## config.mk

```make
export PLATFORM = sky130hd
export DESIGN_NAME = tdm_demux_rx_flat
export DESIGN_NICKNAME = d
export VERILOG_FILES = /design/src/rtl/tdm_demux_rx_if.sv /design/src/rtl/tdm_demux_rx.sv /design/src/flat_wrapper.sv
export SDC_FILE = /design/constraint.sdc
export NUM_CORES = 1
export LEC_CHECK = 0
export CAP_MARGIN = 20
export CORE_MARGIN = 2
export CORE_UTILIZATION = 40
export DETAILED_ROUTE_END_ITERATION = 8
export REMOVE_ABC_BUFFERS = 1
export SLEW_MARGIN = 20
export SYNTH_ARGS = -nofsm -noshare
export SYNTH_HDL_FRONTEND = slang
export SYNTH_SLANG_ARGS = --single-unit
```

## constraint.sdc

```tcl
create_clock -name clock -period 4.2 [get_ports clock]
set_input_delay 1.26 -clock clock [delete_from_list [all_inputs] [get_ports clock]]
set_output_delay 1.26 -clock clock [all_outputs]
set_load 0.05 [all_outputs]
```

## src/rtl/tdm_demux_rx_if.sv

```systemverilog
// rtl/tdm_demux_rx_if.sv - serial link input and recovered frame output bundle
interface tdm_demux_rx_if #(
  parameter int CHANNELS = 4,
  parameter int WIDTH    = 4,
  parameter int CNT_W    = 8
);
  logic                      din_valid;
  logic                      din;
  logic                      sync;
  logic [CHANNELS*WIDTH-1:0] dout;
  logic                      frame_done;
  logic                      frame_err;
  logic                      busy;
  logic [CNT_W-1:0]          frame_count;

  // Link side: drives serial bits, observes recovered frames
  modport master (
    output din_valid, din, sync,
    input  dout, frame_done, frame_err, busy, frame_count
  );

  // Receiver side
  modport slave (
    input  din_valid, din, sync,
    output dout, frame_done, frame_err, busy, frame_count
  );
endinterface

```

## src/rtl/tdm_demux_rx.sv

```systemverilog
// rtl/tdm_demux_rx.sv - TDM serial frame receiver, sync-aligned demux to parallel channels
module tdm_demux_rx #(
  parameter int CHANNELS = 4,
  parameter int WIDTH    = 4,
  parameter int CNT_W    = 8
) (
  input logic            clock,
  input logic            reset,
  tdm_demux_rx_if.slave  bus
);
  localparam int N  = CHANNELS * WIDTH;
  localparam int CW = $clog2(N);

  typedef enum logic {HUNT, RECV} state_t;

  state_t           state_q, state_d;
  logic [N-1:0]     shreg_q, shreg_d;
  logic [N-1:0]     dout_q, dout_d;
  logic [CW-1:0]    cnt_q, cnt_d;
  logic             done_q, done_d;
  logic             err_q, err_d;
  logic [CNT_W-1:0] count_q, count_d;
  logic [N-1:0]     shifted;

  // Next-state: consume a bit only when din_valid, pulses default low
  always_comb begin
    state_d = state_q;
    shreg_d = shreg_q;
    dout_d  = dout_q;
    cnt_d   = cnt_q;
    count_d = count_q;
    done_d  = 1'b0;
    err_d   = 1'b0;
    shifted = shreg_q;
    if (bus.din_valid) begin
      shifted = {shreg_q[N-2:0], bus.din};
      unique case (state_q)
        HUNT: begin
          if (bus.sync) begin
            shreg_d = {{(N-1){1'b0}}, bus.din};
            cnt_d   = CW'(1);
            state_d = RECV;
          end
        end
        RECV: begin
          if (bus.sync) begin
            // Early sync: drop the partial frame and restart on this bit
            err_d   = 1'b1;
            shreg_d = {{(N-1){1'b0}}, bus.din};
            cnt_d   = CW'(1);
          end else begin
            shreg_d = shifted;
            if (cnt_q == CW'(N-1)) begin
              dout_d  = shifted;
              done_d  = 1'b1;
              count_d = count_q + CNT_W'(1);
              cnt_d   = '0;
              state_d = HUNT;
            end else begin
              cnt_d = cnt_q + CW'(1);
            end
          end
        end
      endcase
    end
  end

  // State and output registers, cleared asynchronously
  always_ff @(posedge clock or posedge reset) begin
    if (reset) begin
      state_q <= HUNT;
      shreg_q <= '0;
      dout_q  <= '0;
      cnt_q   <= '0;
      done_q  <= 1'b0;
      err_q   <= 1'b0;
      count_q <= '0;
    end else begin
      state_q <= state_d;
      shreg_q <= shreg_d;
      dout_q  <= dout_d;
      cnt_q   <= cnt_d;
      done_q  <= done_d;
      err_q   <= err_d;
      count_q <= count_d;
    end
  end

  // Outputs decode registered state only
  always_comb begin
    bus.dout        = dout_q;
    bus.frame_done  = done_q;
    bus.frame_err   = err_q;
    bus.busy        = (state_q == RECV);
    bus.frame_count = count_q;
  end
endmodule

```

## src/flat_wrapper.sv

```systemverilog
// flat-port wrapper written by rule: the top's interface ports become plain ports
module tdm_demux_rx_flat 
#(
  parameter int CHANNELS = 4,
  parameter int WIDTH    = 4,
  parameter int CNT_W    = 8
)
  (clock, reset, bus_din_valid, bus_din, bus_sync, bus_dout, bus_frame_done, bus_frame_err, bus_busy, bus_frame_count);
  tdm_demux_rx_if #(.CHANNELS(CHANNELS), .WIDTH(WIDTH), .CNT_W(CNT_W)) bus_i ();
  input logic clock;
  input logic reset;
  input wire logic [$bits(bus_i.din_valid)-1:0] bus_din_valid;
  input wire logic [$bits(bus_i.din)-1:0] bus_din;
  input wire logic [$bits(bus_i.sync)-1:0] bus_sync;
  output wire logic [$bits(bus_i.dout)-1:0] bus_dout;
  output wire logic [$bits(bus_i.frame_done)-1:0] bus_frame_done;
  output wire logic [$bits(bus_i.frame_err)-1:0] bus_frame_err;
  output wire logic [$bits(bus_i.busy)-1:0] bus_busy;
  output wire logic [$bits(bus_i.frame_count)-1:0] bus_frame_count;
  assign bus_i.din_valid = bus_din_valid;
  assign bus_i.din = bus_din;
  assign bus_i.sync = bus_sync;
  assign bus_dout = bus_i.dout;
  assign bus_frame_done = bus_i.frame_done;
  assign bus_frame_err = bus_i.frame_err;
  assign bus_busy = bus_i.busy;
  assign bus_frame_count = bus_i.frame_count;
  tdm_demux_rx #(.CHANNELS(CHANNELS), .WIDTH(WIDTH), .CNT_W(CNT_W)) u_core (.clock(clock), .reset(reset), .bus(bus_i));
endmodule
```

==> out/metrics.csv <==
metric,value,unit
synth_common_cells,"46 x dfrtp_1, 16 x a22o_1, 10 x mux2_2",
core_area,0.004414,mm^2
syn-cell-area,0.001853,mm^2
maxCapViolations,0,
finalCritPeriodShare,0.7320,
switchingPower,0.0001826,W
utilization,0.5201,
end_kind,flop,
postCtsHoldBufs,0,
die_area,0.005193,mm^2
r2r-start,u_core.cnt_q[0],
vias,1138,
hold_path.class,reg -> reg,
synth_edf_count,0,
synth_seq_cells,46,
cts_htree_levels,2,
p_int,0.0006042,W
seq_power_share,0.590,
clock_sinks,46,
ant_nets,0,
yosysMostFrequentCell,dfrtp_1,
root_buffer,clkbuf_8,
antenna_cells,0,
antenna_found_initial,0,
p_per_area,342.7,mW/mm^2
dp_hpwl,2121,um
clk_latency,0.29,ns
post_cts_buffers,0,
tns,0,ns
p_leak,1.084,nW
multi_input_area,636.9,um^2
rsz0062_at_grt,false,
post-place-ws,0.8143,ns
ir_drop,0.1449,mV
rows,24,
synth_seq_area_share,0.6212,
setup_viol_count_final,0,
worst-setup-path-type,in -> reg,
fin_skew,0.003633,ns
fp.dieW,72.06,um
track_usage,0.1428,
die_y,72.06,um
slew_headroom,0.3813,
drv_slew,0,
synth_top_area_cell,dfrtp_1,
min_from,u_core.bus.frame_count[7],
final_area,0.002296,mm^2
arrival,3.26,ns
status,completed,
cts_tree,yes,
place.gp.congestion,0.7658,
startpoint,bus_din_valid,
power_frac_comb,0.061,
synth_ff_type,dfrtp_1,
finalWorstSetupSlack,1.126,ns
ioPinCount,32,
critPathLaunchType,input pin,
synth.area.top_cells,"dfrtp_1 62%, a22o_1 7.6%, mux2_4 6.5%",
place_area,0.002201,mm^2
avgSynthCellArea,14.48,um^2
n_fill_cell,370,
drtPass1Iterations,4,
tightest_slew,0.9267,ns
fmax,325.3,MHz
grt_pass1_wl,5644,um
area.sequential,0.001151,mm^2
yosysTopAreaCellShare,0.6212,
clockPowerShare,0.349,
start_util,0.4198,
nNetsFinal,169,
drt-initial-drc-count,85,
critPathMaxFanout,11,
switching_share,0.2321,
synth-async-reset-ratio,1.000,
drive_above_1_share,0.1840,
hold_viol_final,0,
grt_pass1_vias,1150,
yosysWarnings,0,
via_per_inst,5.293,
cts_resized,0,
clockBufferDepth,2,
grt-ovfl-total,0,
fin_crit,3.074,ns
syn_inst,128,
numPortBuffers,31,
wirelength,3242,um
clk_pin_slew,0.08,ns
routedWlPerCell,15.08,um
synth.distinct_cells,26,
cts_buffers,5,
area_growth_syn_to_layout,23.90,%
cp.required,4.38,ns
grt_max_degree,47,
drc,0,
[power groups by stage]
stage / registers, W / clock network, W / logic (W)
2_1_floorplan: 0.000473 / 0 / 0.0000282
5_1_grt: 0.000466 / 0.000308 / 0.0000554
3_3_place_gp: 0.000472 / 0 / 0.0000466
6_report: 0.000464 / 0.000275 / 0.0000478
3_5_place_dp: 0.000472 / 0 / 0.0000492
4_1_cts: 0.000464 / 0.000289 / 0.0000493
[metrics by stage]
step | total power, W | std cells | hold slack (ns)
2_1_floorplan | 0.0005014 | 121 | 0.4663
3_3_place_gp | 0.0005181 | 207 | 0.4594
3_5_place_dp | 0.0005214 | 207 | 0.4704
4_1_cts | 0.0008021 | 215 | 0.4860
5_1_grt | 0.0008287 | 215 | 0.5110
6_report | 0.0007868 | 215 | 0.4755
[layout make-up]
class | count | area share
Tap cell | 52 | 0.02834
Clock buffer | 6 | 0.03597
Clock inverter | 2 | 0.005450
Multi-Input combinational cell | 71 | 0.2774
Inverter | 4 | 0.006540
Timing Repair Buffer | 34 | 0.1450
Sequential cell | 46 | 0.5014
[cell families (layout without fill, tap and decap cells)]
logic type      after synthesis  after routing  synth area share
flops                        46             46            0.6212
compound gates               25             25            0.1040
simple gates                 19             19           0.06752
mux                          18             18            0.1256
buf+inv                      11             46           0.03510
xor+xnor                      7              7           0.03309
fa+ha+maj                     2              2           0.01350
[flip-flops by register name, indices dropped and copies added (netlist names)]
signal / cells
u_core.bus.frame_done: 1
u_core.bus.busy: 1
u_core.bus.dout: 16
u_core.shreg_q: 15
u_core.cnt_q: 4
u_core.bus.frame_err: 1
u_core.bus.frame_count: 8
[placed cells by master, fill, tap and decap left out, drive strengths merged, types with 4 or more instances in the layout]
cell	Yosys	final
dfrtp	46	46
nand4	4	4
mux2	18	18
inv	4	4
clkdlybuf4s50	0	31
clkbuf	3	6
and3	4	4
a22o	16	16
xnor2	6	6
[worst max-delay path: stages]
cell and delay (ns):
clkdlybuf4s50_1 0.57, and3b_1 0.20, and2_1 0.56, buf_4 0.31
mux2_2 0.35
[per-layer routing]
metal	vias up	global-route usage	part of all wire
met2	26	0.2181	0.46
li1	532	-	-
met4	0	0.05031	0.014
met1	574	0.1877	0.47
met3	6	0.05278	0.047
met5	-	0	0
[path summary, 6_finish.rpt]
path | end | slack, ns | cells after the start
setup / recovery | u_core.bus.dout[4] | 1.13 | 5
hold / removal | u_core.bus.frame_count[7] | 0.48 | 1
setup reg to reg | u_core.bus.dout[4] | 1.78 | 5
hold reg to reg | u_core.bus.frame_count[7] | 0.48 | 1
max in group asynchronous | u_core.shreg_q[1] | 2.13 | 2
min in group asynchronous | u_core.bus.dout[12] | 1.49 | 2
(Power assumes the default switching activity.)
